**config.mk**
```make
export PLATFORM = sky130hd
export DESIGN_NAME = sync_fifo_param
export DESIGN_NICKNAME = d
export VERILOG_FILES = /design/src/rtl/sync_fifo_param.sv
export SDC_FILE = /design/constraint.sdc
export NUM_CORES = 1
export LEC_CHECK = 0
export ABC_AREA = 1
export CORE_ASPECT_RATIO = 0.7
export CORE_MARGIN = 4
export CORE_UTILIZATION = 62
export CTS_CLUSTER_DIAMETER = 40
export CTS_CLUSTER_SIZE = 30
export DETAILED_ROUTE_END_ITERATION = 16
export GPL_TIMING_DRIVEN = 0
export PLACE_DENSITY_LB_ADDON = 0.3
export SETUP_SLACK_MARGIN = 0.5
export SLEW_MARGIN = 20
export SYNTH_ARGS = -nofsm -noshare
export SYNTH_HDL_FRONTEND = slang
export SYNTH_SLANG_ARGS = --single-unit
```
**constraint.sdc**
```tcl
create_clock -name clk -period 4.25 [get_ports clk]
set_clock_uncertainty 0.2 [all_clocks]
set_input_delay 0.6375 -clock clk [delete_from_list [all_inputs] [get_ports clk]]
set_output_delay 0.6375 -clock clk [all_outputs]
set_load 0.01 [all_outputs]
```
**src/rtl/sync_fifo_param.sv**
```systemverilog
// sync_fifo_param: parametrised single-clock FIFO with occupancy count,
// programmable almost-full/almost-empty flags, overflow/underflow pulses and
// a selectable read mode (registered read or first-word-fall-through).
// Every output is a flop; flags are computed from the next occupancy so they
// change on the same edge as the count.
module sync_fifo_param #(
  parameter int DATA_W   = 10,
  parameter int DEPTH    = 8,
  parameter int AF_LEVEL = 6,
  parameter int AE_LEVEL = 2,
  parameter int FWFT     = 0
) (
  input  logic                     clk,
  input  logic                     rst,
  input  logic [DATA_W-1:0]        Din,
  input  logic                     wr_en,
  input  logic                     rd_en,
  output logic [DATA_W-1:0]        Dout,
  output logic                     empty,
  output logic                     full,
  output logic                     almost_full,
  output logic                     almost_empty,
  output logic [$clog2(DEPTH):0]   count,
  output logic                     overflow,
  output logic                     underflow
);

  localparam int AW = $clog2(DEPTH);
  localparam int CW = AW + 1;
  localparam logic [CW-1:0] FULL_CNT = CW'(DEPTH);
  localparam logic [CW-1:0] AF_CNT   = CW'(AF_LEVEL);
  localparam logic [CW-1:0] AE_CNT   = CW'(AE_LEVEL);

  logic [DATA_W-1:0] mem [DEPTH];

  logic [AW-1:0]     wr_ptr_reg;
  logic [AW-1:0]     rd_ptr_reg;
  logic [AW-1:0]     rd_ptr_next;
  logic [CW-1:0]     count_reg;
  logic [CW-1:0]     count_next;
  logic              empty_reg;
  logic              full_reg;
  logic              almost_full_reg;
  logic              almost_empty_reg;
  logic              overflow_reg;
  logic              underflow_reg;
  logic [DATA_W-1:0] dout_reg;
  logic [DATA_W-1:0] dout_next;
  logic              wr_acc;
  logic              rd_acc;

  // Full and empty always block, regardless of a simultaneous opposite request.
  assign wr_acc      = wr_en && !full_reg;
  assign rd_acc      = rd_en && !empty_reg;
  assign rd_ptr_next = rd_acc ? rd_ptr_reg + AW'(1) : rd_ptr_reg;

  // Occupancy after this edge: up on write only, down on read only.
  always_comb begin
    count_next = count_reg;
    case ({wr_acc, rd_acc})
      2'b10:   count_next = count_reg + CW'(1);
      2'b01:   count_next = count_reg - CW'(1);
      default: count_next = count_reg;
    endcase
  end

  generate
    if (FWFT != 0) begin : g_fwft
      // Keep the head word on Dout; when the word written this edge becomes
      // the head (FIFO empty after any pop) forward Din, since mem is not yet
      // updated.
      always_comb begin
        dout_next = dout_reg;
        if (count_next != '0) begin
          if (wr_acc && (wr_ptr_reg == rd_ptr_next)) begin
            dout_next = Din;
          end else begin
            dout_next = mem[rd_ptr_next];
          end
        end
      end
    end else begin : g_std
      // Present the popped word one cycle after the accepted read.
      always_comb begin
        dout_next = dout_reg;
        if (rd_acc) begin
          dout_next = mem[rd_ptr_reg];
        end
      end
    end
  endgenerate

  // Storage array; left without reset so it can map onto block RAM.
  always_ff @(posedge clk) begin
    if (wr_acc) begin
      mem[wr_ptr_reg] <= Din;
    end
  end

  // Pointers, occupancy, registered flags, error pulses and read data.
  always_ff @(posedge clk or negedge rst) begin
    if (!rst) begin
      wr_ptr_reg       <= '0;
      rd_ptr_reg       <= '0;
      count_reg        <= '0;
      empty_reg        <= 1'b1;
      full_reg         <= 1'b0;
      almost_full_reg  <= 1'b0;
      almost_empty_reg <= 1'b1;
      overflow_reg     <= 1'b0;
      underflow_reg    <= 1'b0;
      dout_reg         <= '0;
    end else begin
      if (wr_acc) begin
        wr_ptr_reg <= wr_ptr_reg + AW'(1);
      end
      rd_ptr_reg       <= rd_ptr_next;
      count_reg        <= count_next;
      empty_reg        <= (count_next == '0);
      full_reg         <= (count_next == FULL_CNT);
      almost_full_reg  <= (count_next >= AF_CNT);
      almost_empty_reg <= (count_next <= AE_CNT);
      overflow_reg     <= wr_en && full_reg;
      underflow_reg    <= rd_en && empty_reg;
      dout_reg         <= dout_next;
    end
  end

  assign Dout         = dout_reg;
  assign empty        = empty_reg;
  assign full         = full_reg;
  assign almost_full  = almost_full_reg;
  assign almost_empty = almost_empty_reg;
  assign count        = count_reg;
  assign overflow     = overflow_reg;
  assign underflow    = underflow_reg;

endmodule

```
==> results of run 1 <==
per-stage QoR:
stage                     total power, mW  area, um2  utilization  setup slack, ps
final                                3.29       4840        0.757             1170
after global routing                 3.49       4840        0.757              960
after CTS                            3.28       4840        0.756             1220
after detailed placement             2.73       4660        0.728              841
after global placement               2.65       4660        0.729              925
after floorplan                      2.22       4220            -             1770
cell type report:
type                       instances  share of cell area
buffer                            15              0.0142
multi-input combinational        201               0.209
inverter                          22              0.0171
tap                               91              0.0235
timing repair buffer              33              0.0672
clock buffer                      13              0.0331
sequential                       106               0.631
clock inverter                     3             0.00465
power breakdown:
part	total, mW	internal, mW	switching, mW	leakage (nW)
logic	1.26	0.452	0.803	0.696
clock network	0.563	0.251	0.312	0.0927
registers	1.48	1.36	0.113	1.04
total	3.29	2.07	1.23	1.83
metal layers:
layer | routed length, um | share of wire | GRT usage | up-vias
met3 | 1220 | 0.13 | 0.0721 | 18
met2 | 4330 | 0.47 | 0.371 | 176
met4 | 185 | 0.020 | 0.0754 | 0
li1 | - | - | - | 1300
met5 | 0 | 0 | 0 | -
met1 | 3440 | 0.38 | 0.316 | 1326
worst max-delay path by stage:
stage | end | slack, ps | cells past startpoint
CTS | almost_full | 1220 | 13
detailed placement | almost_full | 840 | 13
floorplan | full | 1770 | 15
finish | almost_full | 1170 | 13
global placement | full | 920 | 14
global route | full | 960 | 16
placed cells by master, fill, tap and decap left out, drive strengths merged:
cell,instances
clkinv,4
clkdlybuf4s50,32
a21oi,2
nand3,16
xnor2,1
buf,11
nor2,61
nand2,46
o221ai,14
ha,5
xor2,4
dfstp,2
o211ai,7
o21ai,44
edfxtp,80
dfrtp,24
clkbuf,18
inv,21
or2,1
logic make-up after synthesis:
kind of cell / count (synthesis) / share of synthesized area
compound gates: 67 / 0.0961
flops: 106 / 0.725
simple gates: 124 / 0.118
fa+ha+maj: 5 / 0.0148
buf+inv: 37 / 0.0359
xor+xnor: 5 / 0.0104
worst max-delay path: stages:
cell and delay [ps]:
sky130_fd_sc_hd__clkdlybuf4s50_1 480, sky130_fd_sc_hd__inv_1 50, sky130_fd_sc_hd__nor2_2 230, sky130_fd_sc_hd__buf_2 340
sky130_fd_sc_hd__ha_1 270, sky130_fd_sc_hd__nand2_1 70, sky130_fd_sc_hd__inv_1 70, sky130_fd_sc_hd__nor2_1 60
sky130_fd_sc_hd__ha_1 260, sky130_fd_sc_hd__inv_1 30, sky130_fd_sc_hd__o21ai_0 310, sky130_fd_sc_hd__inv_1 130
sky130_fd_sc_hd__o211ai_1 210
==> flow_summary.html, run 1 <==
<table>
<tr><th>Metric</th><th>Value</th></tr>
<tr><th colspan="2">Run status</th></tr>
<tr><td>Result of the run</td><td>finished, final reports clean</td></tr>
<tr><th colspan="2">Critical path</th></tr>
<tr><td>Crit path required time</td><td>4330 ps</td></tr>
<tr><td>Depth of the worst register-to-register path</td><td>11</td></tr>
<tr><td>Crit path max fanout</td><td>11</td></tr>
<tr><td>Category of the worst setup path capture point</td><td>register</td></tr>
<tr><td>Critical path launch point type</td><td>input port</td></tr>
<tr><td>Critical setup path kind</td><td>input port to register</td></tr>
<tr><td>Startpoint of the most critical setup path</td><td>rd_en</td></tr>
<tr><td>R2R Path Start</td><td>empty</td></tr>
<tr><td>Arrival time of data at the critical path endpoint</td><td>about 3200 ps</td></tr>
<tr><td>Reg2Reg Capture Point</td><td>almost_full</td></tr>
<tr><td>Reg2Reg Setup Slack</td><td>about 1600 ps</td></tr>
<tr><th colspan="2">Placement</th></tr>
<tr><td>RePlAce Congestion</td><td>0.797</td></tr>
<tr><td>Detailed Place HPWL</td><td>approximately 6.3 mm</td></tr>
<tr><td>Buffers added on ports</td><td>33</td></tr>
<tr><td>Placed insts</td><td>about 470</td></tr>
<tr><th colspan="2">Floorplan</th></tr>
<tr><td># rows</td><td>24</td></tr>
<tr><td>Starting density of the core</td><td>0.659</td></tr>
<tr><td>Die height</td><td>roughly 77 um</td></tr>
<tr><td>I/O Pins</td><td>34</td></tr>
<tr><td>Die Width</td><td>roughly 110 um</td></tr>
<tr><td>Core area</td><td>about 0.0064 mm2</td></tr>
<tr><td>Die ar.</td><td>approximately 0.0082 mm2</td></tr>
<tr><th colspan="2">CTS</th></tr>
<tr><td>CTS Root Cell</td><td>sky130_fd_sc_hd__clkbuf_8</td></tr>
<tr><td>Worst-path clk slew</td><td>roughly 90 ps</td></tr>
<tr><td>Post-CTS repair timing setup buffer count</td><td>0</td></tr>
<tr><td>TritonCTS sink count</td><td>roughly 110</td></tr>
<tr><td>Clock Path Buffers</td><td>2</td></tr>
<tr><td>CTS buffer count</td><td>9</td></tr>
<tr><td>TritonCTS clock tree</td><td>yes</td></tr>
<tr><td>Post-CTS resize count</td><td>0</td></tr>
<tr><td>Latest clock arrival within the worst-skew pair</td><td>360 ps</td></tr>
<tr><td>Number of H-tree levels</td><td>3</td></tr>
<tr><td>Hold-fix buffers at CTS</td><td>0</td></tr>
<tr><th colspan="2">STA</th></tr>
<tr><td>Setup TNS after final layout</td><td>0 ps</td></tr>
<tr><td>RSZ-0062 raised after global routing</td><td>false</td></tr>
<tr><td>Final Hold Violating Endpoints</td><td>0</td></tr>
<tr><td>Share of the clock period used by the worst path after layout</td><td>0.724</td></tr>
<tr><td>Transition at the pin with the smallest max-transition slack</td><td>approximately 1100 ps</td></tr>
<tr><td>Achievable frequency</td><td>between 300 and 400 MHz</td></tr>
<tr><td>Headroom to the max-slew limit</td><td>0.271</td></tr>
<tr><td>Final slew viol count</td><td>0</td></tr>
<tr><td>Worst hold slack after final layout</td><td>around 60 ps</td></tr>
<tr><td>Shortest clock period the worst path allows after layout</td><td>~3100 ps</td></tr>
<tr><td>Final setup fails</td><td>0</td></tr>
<tr><th colspan="2">Yosys</th></tr>
<tr><td>Number of instances in the synthesized netlist</td><td>approximately 340</td></tr>
<tr><td>Post-synthesis instance area</td><td>roughly 0.0042 mm2</td></tr>
<tr><td>#FFs+latches synth</td><td>106</td></tr>
<tr><td>Largest cells by area after synthesis</td><td>sky130_fd_sc_hd__edfxtp_1 (57%), sky130_fd_sc_hd__dfrtp_1 (14%), sky130_fd_sc_hd__nor2_1 (5.3%), sky130_fd_sc_hd__nand2_1 (4.1%), sky130_fd_sc_hd__o21ai_0 (3.2%)</td></tr>
<tr><td>Number of distinct standard cells referenced by the synthesized netlist</td><td>22</td></tr>
<tr><td>Prevailing post-synth register cell</td><td>sky130_fd_sc_hd__edfxtp_1</td></tr>
<tr><td>Count of flip-flops with a built-in enable after synthesis</td><td>80</td></tr>
<tr><td>Average cell area after synthesis</td><td>approximately 12 um2</td></tr>
<tr><td>Top-count cell post-synth</td><td>sky130_fd_sc_hd__edfxtp_1</td></tr>
<tr><td>Synth warn</td><td>0</td></tr>
<tr><td>Async SR Flop Fraction</td><td>0.245</td></tr>
<tr><td>Share of synthesized area occupied by flip-flops and latches</td><td>0.725</td></tr>
<tr><td>Top cell type by total area after synthesis</td><td>sky130_fd_sc_hd__edfxtp_1</td></tr>
<tr><td>Net count after synthesis</td><td>between 300 and 400</td></tr>
<tr><td>Top-area cell type share of the netlist area</td><td>0.570</td></tr>
<tr><td>Commonest cells post-synth</td><td>sky130_fd_sc_hd__edfxtp_1 (80), sky130_fd_sc_hd__nor2_1 (59), sky130_fd_sc_hd__nand2_1 (46)</td></tr>
<tr><th colspan="2">Run</th></tr>
<tr><td>Max cap viols</td><td>0</td></tr>
<tr><th colspan="2">Global routing</th></tr>
<tr><td>GRT Total Usage</td><td>0.235</td></tr>
<tr><td>First-pass GRT wire length</td><td>approximately 14 mm</td></tr>
<tr><td>Number of antenna violations at the first check in global routing</td><td>0</td></tr>
<tr><td>Number of global-route vias before repair</td><td>~2,700</td></tr>
<tr><td>Remaining global-route overflow</td><td>0</td></tr>
<tr><td>Pin count of the biggest net entering global routing</td><td>27</td></tr>
<tr><th colspan="2">Pwr</th></tr>
<tr><td>Peak VDD IR</td><td>around 0.35 mV</td></tr>
<tr><td>Leakage power</td><td>between 1.5 and 2 nW</td></tr>
<tr><td>Total power divided by cell area</td><td>~700 mW/mm2</td></tr>
<tr><th colspan="2">Finish</th></tr>
<tr><td>Share of cells above drive strength 1</td><td>0.0789</td></tr>
<tr><td>Max FFs per register</td><td>80</td></tr>
<tr><td>Final antenna diode count</td><td>0</td></tr>
<tr><td>P&amp;R area growth vs syn</td><td>14.8%</td></tr>
<tr><td>Total Nets Final</td><td>~400</td></tr>
<tr><td>Final cell count without fillers</td><td>just under 500</td></tr>
<tr><td>Fillers</td><td>slightly above 400</td></tr>
<tr><td>Register area</td><td>approximately 0.0031 mm2</td></tr>
<tr><td>Area taken by multi-input logic gates</td><td>around 0.001 mm2</td></tr>
<tr><th colspan="2">Route</th></tr>
<tr><td>Total iterations of the first detailed-routing run</td><td>5</td></tr>
<tr><td>DR DRC count</td><td>0</td></tr>
<tr><td>Wirelength per Cell</td><td>around 19 um</td></tr>
<tr><td>Ratio of routed vias to standard cells</td><td>roughly 6</td></tr>
<tr><td>Routed via count</td><td>between 2,000 and 3,000</td></tr>
<tr><td>DRT Wirelength</td><td>9.17 mm</td></tr>
<tr><td>Drt first-iter violations</td><td>320</td></tr>
<tr><td>Post-route ant nets</td><td>0</td></tr>
<tr><th colspan="2">Hold path</th></tr>
<tr><td>Path category of the worst min-delay check</td><td>input port to async pin</td></tr>
</table>
Note: power is estimated with default switching activity, not from simulation.
==> run 2: changes to the inputs <==
--- a/config.mk
+++ b/config.mk
@@ -8,7 +8,7 @@
 export ABC_AREA = 1
 export CORE_ASPECT_RATIO = 0.7
 export CORE_MARGIN = 4
-export CORE_UTILIZATION = 62
+export CORE_UTILIZATION = 57
 export CTS_CLUSTER_DIAMETER = 40
 export CTS_CLUSTER_SIZE = 30
 export DETAILED_ROUTE_END_ITERATION = 16
==> constraint.sdc (replaced) <==
create_clock -name clk -period 2.9 [get_ports clk]
set_clock_uncertainty 0.2 [all_clocks]
set_input_delay 0.435 -clock clk [delete_from_list [all_inputs] [get_ports clk]]
set_output_delay 0.435 -clock clk [all_outputs]
set_load 0.01 [all_outputs]
==> run 2 against run 1 <==
  * Combinational power increased by 56%
  * Die area increased by 8.0%
  * Critical endpoint unchanged
  * Highest routed layer unchanged
  * Routed wire length increased by 0.84%
  * Design area increased by 3.2%
  * Cell count increased by 2.1%
==> flow_summary.html, run 2 (synthesis results as in run 1) <==
<table>
<tr><th>Metric</th><th>Value</th></tr>
<tr><th colspan="2">Run status</th></tr>
<tr><td>Result of the run</td><td>finished, final reports clean</td></tr>
<tr><th colspan="2">Critical path</th></tr>
<tr><td>Peak per-stage delay on the critical path</td><td>approximately 510 ps</td></tr>
<tr><td>Crit path max fanout</td><td>4</td></tr>
<tr><td>Arrival time of data at the critical path endpoint</td><td>approximately 2400 ps</td></tr>
<tr><td>Count of buffer and inverter cells on the critical path</td><td>6</td></tr>
<tr><td>Instance count on the critical path</td><td>13</td></tr>
<tr><td>Depth of the worst register-to-register path</td><td>10</td></tr>
<tr><td>Crit-path most repeated cell</td><td>sky130_fd_sc_hd__inv_1</td></tr>
<tr><td>Reg2Reg Setup Slack</td><td>around 600 ps</td></tr>
<tr><td>Largest delay contributor family on the critical path</td><td>buffers and inverters</td></tr>
<tr><td>Critical path launch point type</td><td>input port</td></tr>
<tr><td>R2R Path Start</td><td>empty</td></tr>
<tr><td>Category of the worst setup path capture point</td><td>register</td></tr>
<tr><td>Startpoint of the most critical setup path</td><td>rd_en</td></tr>
<tr><td>Endpoint of the worst setup timing path</td><td>almost_full</td></tr>
<tr><td>Crit path required time</td><td>between 2000 and 3000 ps</td></tr>
<tr><td>Sequence of cells on the critical path</td><td>clkdlybuf4s50_1 &gt; inv_2 &gt; nor2_4 &gt; buf_8 &gt; ha_4 &gt; nand2_1 &gt; inv_1 &gt; nor2_1 &gt; ha_1 &gt; inv_1 &gt; o21ai_1 &gt; inv_1 &gt; o211ai_1</td></tr>
<tr><td>Slowest library cell on the worst path</td><td>sky130_fd_sc_hd__clkdlybuf4s50_1</td></tr>
<tr><td>Critical setup path kind</td><td>input port to register</td></tr>
<tr><td>Reg2Reg Capture Point</td><td>almost_full</td></tr>
<tr><th colspan="2">CTS</th></tr>
<tr><td>TritonCTS sink count</td><td>between 100 and 150</td></tr>
<tr><td>TritonCTS clock tree</td><td>yes</td></tr>
<tr><td>Latest clock arrival within the worst-skew pair</td><td>between 300 and 400 ps</td></tr>
<tr><td>Worst-path clk slew</td><td>around 90 ps</td></tr>
<tr><td>Clock Path Buffers</td><td>2</td></tr>
<tr><td>CTS Root Cell</td><td>sky130_fd_sc_hd__clkbuf_8</td></tr>
<tr><td>CTS buffer count</td><td>9</td></tr>
<tr><td>Number of H-tree levels</td><td>3</td></tr>
<tr><th colspan="2">Pwr</th></tr>
<tr><td>Proportion of power drawn by flip-flops and latches</td><td>0.424</td></tr>
<tr><td>Leakage power</td><td>between 1.5 and 2 nW</td></tr>
<tr><td>Int Pwr</td><td>3.20 mW</td></tr>
<tr><td>Combinational group share of total power</td><td>0.385</td></tr>
<tr><td>Clock Power Share</td><td>0.191</td></tr>
<tr><td>Switching power share of the total</td><td>0.372</td></tr>
<tr><td>Peak VDD IR</td><td>approximately 0.46 mV</td></tr>
<tr><td>Total power divided by cell area</td><td>roughly 1000 mW/mm2</td></tr>
<tr><td>Power spent charging and discharging nets</td><td>1.89 mW</td></tr>
<tr><th colspan="2">STA</th></tr>
<tr><td>RSZ-0062 raised after global routing</td><td>false</td></tr>
<tr><td>Transition at the pin with the smallest max-transition slack</td><td>about 1100 ps</td></tr>
<tr><td>Headroom to the max-slew limit</td><td>0.283</td></tr>
<tr><td>Final slew viol count</td><td>0</td></tr>
<tr><td>Achievable frequency</td><td>420 MHz</td></tr>
<tr><td>Worst hold slack after final layout</td><td>around 110 ps</td></tr>
<tr><td>Worst Slack Setup Final</td><td>520 ps</td></tr>
<tr><td>Setup TNS after final layout</td><td>0 ps</td></tr>
<tr><td>Final Hold Violating Endpoints</td><td>0</td></tr>
<tr><td>Shortest clock period the worst path allows after layout</td><td>about 2400 ps</td></tr>
<tr><td>Share of the clock period used by the worst path after layout</td><td>0.821</td></tr>
<tr><td>Final setup fails</td><td>0</td></tr>
<tr><th colspan="2">Finish</th></tr>
<tr><td>Max FFs per register</td><td>80</td></tr>
<tr><td>Leading cell types in the layout, fill and taps excluded</td><td>sky130_fd_sc_hd__edfxtp_1 (80), sky130_fd_sc_hd__nor2_1 (54), sky130_fd_sc_hd__nand2_1 (45), sky130_fd_sc_hd__clkdlybuf4s50_1 (31), sky130_fd_sc_hd__o21ai_0 (26)</td></tr>
<tr><td>Most frequent standard cell in the layout excluding fill and tap cells</td><td>sky130_fd_sc_hd__edfxtp_1</td></tr>
<tr><td>Register area</td><td>around 0.003 mm2</td></tr>
<tr><td>Final antenna diode count</td><td>0</td></tr>
<tr><td>Fillers</td><td>around 470</td></tr>
<tr><td>Total Nets Final</td><td>about 410</td></tr>
<tr><td>P&amp;R area growth vs syn</td><td>18.4%</td></tr>
<tr><td>Share of cells above drive strength 1</td><td>0.125</td></tr>
<tr><td>Area taken by multi-input logic gates</td><td>roughly 0.0011 mm2</td></tr>
<tr><th colspan="2">Route</th></tr>
<tr><td>Routed via count</td><td>2,828</td></tr>
<tr><td>Wirelength per Cell</td><td>18.7 um</td></tr>
<tr><td>Post-route ant nets</td><td>0</td></tr>
<tr><td>Ratio of routed vias to standard cells</td><td>roughly 5.7</td></tr>
<tr><td>DRT Wirelength</td><td>between 9 and 10 mm</td></tr>
<tr><td>Drt first-iter violations</td><td>~320</td></tr>
<tr><td>Total iterations of the first detailed-routing run</td><td>5</td></tr>
<tr><td>DR DRC count</td><td>0</td></tr>
<tr><th colspan="2">Global routing</th></tr>
<tr><td>GRT Total Usage</td><td>0.216</td></tr>
<tr><td>Met1 Resource Use GR</td><td>0.299</td></tr>
<tr><td>Number of antenna violations at the first check in global routing</td><td>0</td></tr>
<tr><td>GR peak layer</td><td>met2</td></tr>
<tr><td>First-pass GRT wire length</td><td>14.0 mm</td></tr>
<tr><td>Met3 routing resource usage after global routing</td><td>0.0621</td></tr>
<tr><td>Number of global-route vias before repair</td><td>about 2,600</td></tr>
<tr><td>Remaining global-route overflow</td><td>0</td></tr>
<tr><td>Pin count of the biggest net entering global routing</td><td>27</td></tr>
<tr><td>Global-route met2 utilization</td><td>0.341</td></tr>
<tr><th colspan="2">Floorplan</th></tr>
<tr><td>Core area</td><td>0.00698 mm2</td></tr>
<tr><td>Die Width</td><td>~110 um</td></tr>
<tr><td>Die height</td><td>approximately 80 um</td></tr>
<tr><td>Starting density of the core</td><td>0.604</td></tr>
<tr><td>I/O Pins</td><td>34</td></tr>
<tr><td># rows</td><td>25</td></tr>
<tr><td>Die ar.</td><td>~0.009 mm2</td></tr>
<tr><th colspan="2">Placement</th></tr>
<tr><td>Pre-CTS setup slack</td><td>-316 ps</td></tr>
<tr><td>Buffers added on ports</td><td>33</td></tr>
<tr><td>Detailed Place HPWL</td><td>5.80 mm</td></tr>
<tr><td>RePlAce Congestion</td><td>0.873</td></tr>
<tr><th colspan="2">Hold path</th></tr>
<tr><td>Path category of the worst min-delay check</td><td>input port to register</td></tr>
<tr><td>Worst hold path startpoint</td><td>wr_en</td></tr>
<tr><th colspan="2">Run</th></tr>
<tr><td>Max cap viols</td><td>0</td></tr>
</table>
-- run 2: worst min path at each step --
stage	endpoint	cells past startpoint	slack [ps]
after floorplan	Dout[0]	0	-60
after global placement	Dout[8]	2	260
after detailed placement	overflow	1	260
after CTS	Dout[2]	2	290
after global routing	overflow	3	150
final	overflow	3	110
-- run 2: layout make-up --
type / count / area share
flip-flops and latches: 106 / 0.612
multi-input cells: 201 / 0.212
repair buffers: 40 / 0.0767
clock buffers: 10 / 0.0256
well taps: 94 / 0.0236
clock inverters: 6 / 0.0178
inverters: 22 / 0.0165
plain buffers: 15 / 0.0158
-- run 2: timing repair --
action                                 in CTS  in global routing
buffers inserted                            2                  4
gates resized for setup                    12                  8
hold buffers                                1                  0
setup endpoints to repair                  46                 34
pin swaps                                   1                  4
endpoints found under the hold margin      24                  0
-- run 2: routing by layer --
metal / part of all wire / up-vias
met5: 0 / -
met2: 0.46 / 134
met4: 0.020 / 0
met1: 0.42 / 1362
met3: 0.10 / 20
li1: - / 1312
-- run 2: tightest hold or removal path, delay by kind of cell --
family	cells	cell delay (ps)
buffers and inverters	2	160
and+or+nand+nor	1	60
-- run 2: through the flow --
stage	util	total power [mW]	cell area (um2)	std cells
after floorplan	-	3.26	4220	344
after global placement	0.669	3.91	4660	471
after detailed placement	0.668	3.98	4660	471
after CTS	0.708	4.99	4940	490
after global routing	0.716	5.38	4990	494
final	0.716	5.09	4990	494
-- run 2: power by group through the flow --
stage | logic (mW) | registers, mW | clock network, mW
after floorplan | 1.04 | 2.22 | 0
after global placement | 1.73 | 2.17 | 0
after detailed placement | 1.80 | 2.18 | 0
after CTS | 1.86 | 2.15 | 0.979
after global routing | 2.13 | 2.19 | 1.06
final | 1.96 | 2.16 | 0.972
==> run 3: changes to the inputs <==
==> constraint.sdc (replaced) <==
create_clock -name clk -period 2.2 [get_ports clk]
set_clock_uncertainty 0.2 [all_clocks]
set_input_delay 0.33 -clock clk [delete_from_list [all_inputs] [get_ports clk]]
set_output_delay 0.33 -clock clk [all_outputs]
set_load 0.01 [all_outputs]
==> run 3 against run 2 <==
  * The flow now finishes with violations (setup timing)
  * Clock-buffer cell count up 1
  * Routed wire length increased by 20%
  * Clock power up 17%
  * Design area grew 9.3%
  * Global-route usage is 4.9 points higher
  * Combinational power rose by 69%
  * Setup slack lost 580 ps
  * Hold slack got worse by 110 ps
  * Sequential power grew 32%
  * Sequential share of layout area fell by 5.1 points
  * Critical path type is now register to register
  * Critical endpoint is now full
  * Largest cell class unchanged
==> flow_summary.html, run 3 (synthesis results as in run 1) <==
<table>
<tr><th>Metric</th><th>Value</th></tr>
<tr><th colspan="2">Critical path</th></tr>
<tr><td>Crit-path most repeated cell</td><td>sky130_fd_sc_hd__nor2_4</td></tr>
<tr><td>Crit path max fanout</td><td>4</td></tr>
<tr><td>Count of buffer and inverter cells on the critical path</td><td>2</td></tr>
<tr><td>Slowest library cell on the worst path</td><td>sky130_fd_sc_hd__dfstp_2</td></tr>
<tr><td>Crit path required time</td><td>2290 ps</td></tr>
<tr><td>Arrival time of data at the critical path endpoint</td><td>between 2000 and 2500 ps</td></tr>
<tr><td>Critical path launch point type</td><td>register</td></tr>
<tr><td>Reg2Reg Setup Slack</td><td>-60 ps</td></tr>
<tr><td>R2R Path Start</td><td>empty</td></tr>
<tr><td>Peak per-stage delay on the critical path</td><td>approximately 570 ps</td></tr>
<tr><td>Category of the worst setup path capture point</td><td>register</td></tr>
<tr><td>Critical setup path kind</td><td>register to register</td></tr>
<tr><td>Largest delay contributor family on the critical path</td><td>simple AND/OR/NAND/NOR gates</td></tr>
<tr><td>Endpoint of the worst setup timing path</td><td>full</td></tr>
<tr><td>Sequence of cells on the critical path</td><td>nor2_4 &gt; buf_8 &gt; ha_4 &gt; nor2_4 &gt; nor2_4 &gt; ha_4 &gt; a21oi_4 &gt; inv_1 &gt; nand2_1 &gt; nand3_2 &gt; nand2_4 &gt; nand3_4 &gt; a21oi_4</td></tr>
<tr><td>Reg2Reg Capture Point</td><td>full</td></tr>
<tr><td>Instance count on the critical path</td><td>13</td></tr>
<tr><td>Depth of the worst register-to-register path</td><td>13</td></tr>
<tr><td>Startpoint of the most critical setup path</td><td>empty</td></tr>
<tr><th colspan="2">Pwr</th></tr>
<tr><td>Leakage power</td><td>between 2 and 2.5 nW</td></tr>
<tr><td>Peak VDD IR</td><td>approximately 0.80 mV</td></tr>
<tr><td>Total power divided by cell area</td><td>1340 mW/mm2</td></tr>
<tr><th colspan="2">CTS</th></tr>
<tr><td>CTS buffer count</td><td>9</td></tr>
<tr><td>TritonCTS clock tree</td><td>yes</td></tr>
<tr><td>Number of H-tree levels</td><td>3</td></tr>
<tr><td>Clock Path Buffers</td><td>2</td></tr>
<tr><td>Latest clock arrival within the worst-skew pair</td><td>~380 ps</td></tr>
<tr><td>CTS Root Cell</td><td>sky130_fd_sc_hd__clkbuf_8</td></tr>
<tr><td>Worst-path clk slew</td><td>around 90 ps</td></tr>
<tr><td>TritonCTS sink count</td><td>between 100 and 150</td></tr>
<tr><th colspan="2">Finish</th></tr>
<tr><td>Post-Layout Inst Area</td><td>0.00546 mm2</td></tr>
<tr><td>P&amp;R area growth vs syn</td><td>29.4%</td></tr>
<tr><td>Share of cells above drive strength 1</td><td>0.248</td></tr>
<tr><td>Final antenna diode count</td><td>0</td></tr>
<tr><td>Leading cell types in the layout, fill and taps excluded</td><td>sky130_fd_sc_hd__edfxtp_1 (80), sky130_fd_sc_hd__nor2_1 (48), sky130_fd_sc_hd__nand2_1 (42), sky130_fd_sc_hd__o21ai_0 (25), sky130_fd_sc_hd__dfrtp_1 (21)</td></tr>
<tr><td>Most frequent standard cell in the layout excluding fill and tap cells</td><td>sky130_fd_sc_hd__edfxtp_1</td></tr>
<tr><td>Final cell count without fillers</td><td>around 520</td></tr>
<tr><td>Total Nets Final</td><td>438</td></tr>
<tr><td>Max FFs per register</td><td>80</td></tr>
<tr><th colspan="2">Route</th></tr>
<tr><td>Post-route ant nets</td><td>0</td></tr>
<tr><td>Total iterations of the first detailed-routing run</td><td>5</td></tr>
<tr><td>DRT Wirelength</td><td>11.1 mm</td></tr>
<tr><td>Drt first-iter violations</td><td>~530</td></tr>
<tr><td>Ratio of routed vias to standard cells</td><td>roughly 5.9</td></tr>
<tr><td>DR DRC count</td><td>0</td></tr>
<tr><td>Routed via count</td><td>approximately 3,000</td></tr>
<tr><td>Wirelength per Cell</td><td>~21 um</td></tr>
<tr><th colspan="2">STA</th></tr>
<tr><td>Final Hold Violating Endpoints</td><td>0</td></tr>
<tr><td>Transition at the pin with the smallest max-transition slack</td><td>around 570 ps</td></tr>
<tr><td>Shortest clock period the worst path allows after layout</td><td>roughly 2300 ps</td></tr>
<tr><td>Headroom to the max-slew limit</td><td>0.620</td></tr>
<tr><td>Final slew viol count</td><td>0</td></tr>
<tr><td>Worst hold slack after final layout</td><td>5.82 ps</td></tr>
<tr><td>Worst Slack Setup Final</td><td>-63.8 ps</td></tr>
<tr><td>Achievable frequency</td><td>approximately 440 MHz</td></tr>
<tr><td>Share of the clock period used by the worst path after layout</td><td>1.03</td></tr>
<tr><td>RSZ-0062 raised after global routing</td><td>true</td></tr>
<tr><td>Setup TNS after final layout</td><td>-63.8 ps</td></tr>
<tr><td>Final setup fails</td><td>1</td></tr>
<tr><th colspan="2">Placement</th></tr>
<tr><td>Area after DPL</td><td>approximately 0.0048 mm2</td></tr>
<tr><td>Placed insts</td><td>between 400 and 500</td></tr>
<tr><td>RePlAce Congestion</td><td>0.919</td></tr>
<tr><td>Buffers added on ports</td><td>33</td></tr>
<tr><td>Pre-CTS setup slack</td><td>-692 ps</td></tr>
<tr><td>Detailed Place HPWL</td><td>around 6.3 mm</td></tr>
<tr><th colspan="2">Floorplan</th></tr>
<tr><td>Core area</td><td>approximately 0.0070 mm2</td></tr>
<tr><td>Starting density of the core</td><td>0.604</td></tr>
<tr><td>Die Width</td><td>roughly 110 um</td></tr>
<tr><td>I/O Pins</td><td>34</td></tr>
<tr><td># rows</td><td>25</td></tr>
<tr><td>Die height</td><td>80.0 um</td></tr>
<tr><td>Die ar.</td><td>0.00886 mm2</td></tr>
<tr><th colspan="2">Run</th></tr>
<tr><td>Max cap viols</td><td>0</td></tr>
<tr><th colspan="2">Global routing</th></tr>
<tr><td>GRT Total Usage</td><td>0.265</td></tr>
<tr><td>Pin count of the biggest net entering global routing</td><td>27</td></tr>
<tr><td>Remaining global-route overflow</td><td>0</td></tr>
<tr><td>Number of antenna violations at the first check in global routing</td><td>0</td></tr>
<tr><td>Number of global-route vias before repair</td><td>~3,100</td></tr>
<tr><td>First-pass GRT wire length</td><td>between 15 and 20 mm</td></tr>
<tr><th colspan="2">Hold path</th></tr>
<tr><td>Path category of the worst min-delay check</td><td>input port to register</td></tr>
<tr><th colspan="2">Run status</th></tr>
<tr><td>Violated checks</td><td>setup timing</td></tr>
<tr><td>Result of the run</td><td>finished with violations</td></tr>
</table>
-- run 3: cell types whose count changed in the layout (fill, tap and decap cells not counted), moves of 6 or more --
cell	previous run	this run
sky130_fd_sc_hd__clkdlybuf4s50_1	31	10
sky130_fd_sc_hd__dlygate4sd2_1	0	18
sky130_fd_sc_hd__buf_4	6	17
sky130_fd_sc_hd__nor2_4	2	12
sky130_fd_sc_hd__buf_12	0	9
sky130_fd_sc_hd__clkbuf_1	6	0
sky130_fd_sc_hd__nor2_1	54	48
-- run 3: routing by layer --
metal | track usage | wire, um | vias up | share of wire
li1 | - | - | 1363 | -
met1 | 0.349 | 4240 | 1492 | 0.38
met2 | 0.424 | 5450 | 193 | 0.49
met3 | 0.0848 | 1210 | 30 | 0.11
met4 | 0.0898 | 227 | 0 | 0.020
met5 | 0 | 0 | - | 0
-- run 3: worst min-delay path: stages --
cell and delay, ps:
sky130_fd_sc_hd__dlymetal6s2s_1 110, sky130_fd_sc_hd__nand2_1 60, sky130_fd_sc_hd__inv_1 40
-- run 3: stage by stage --
step                power (mW)   util
detailed placement        5.47  0.682
CTS                       7.03  0.772
finish                    7.31  0.782
global route              7.73  0.782
floorplan                 4.42      -
global placement          5.33  0.683
-- run 3: worst min-delay path by stage --
stage,cells after the start,to,startpoint
global placement,2,Dout[9],Dout[9]
global route,3,underflow,rd_en
finish,3,underflow,rd_en
CTS,3,overflow,wr_en
floorplan,0,Dout[0],rst
detailed placement,1,underflow,rst
-- run 3: repair_timing --
| item | 4_1_cts | 5_1_grt |
|---|---|---|
| hold buffers | 1 | 0 |
| setup endpoints to repair | 117 | 99 |
| pin swaps | 19 | 10 |
| hold endpoints to repair | 24 | 0 |
| buffers inserted | 28 | 1 |
| gates cloned | 1 | 0 |
| resized for setup | 56 | 23 |
-- run 3: power breakdown --
| part | switching [mW] | internal [mW] | total (mW) |
|---|---|---|---|
| Clock | 0.658 | 0.479 | 1.14 |
| Combinational | 2.03 | 1.29 | 3.32 |
| Sequential | 0.220 | 2.63 | 2.85 |
-- run 3: cell type report --
class | count | area, um2
flip-flops and latches | 106 | 3060
fillers | 405 | 1520
multi-input cells | 201 | 1230
repair buffers | 64 | 681
clock buffers | 11 | 151
well taps | 94 | 118
plain buffers | 15 | 92.6
inverters | 22 | 85.1
clock inverters | 5 | 37.5
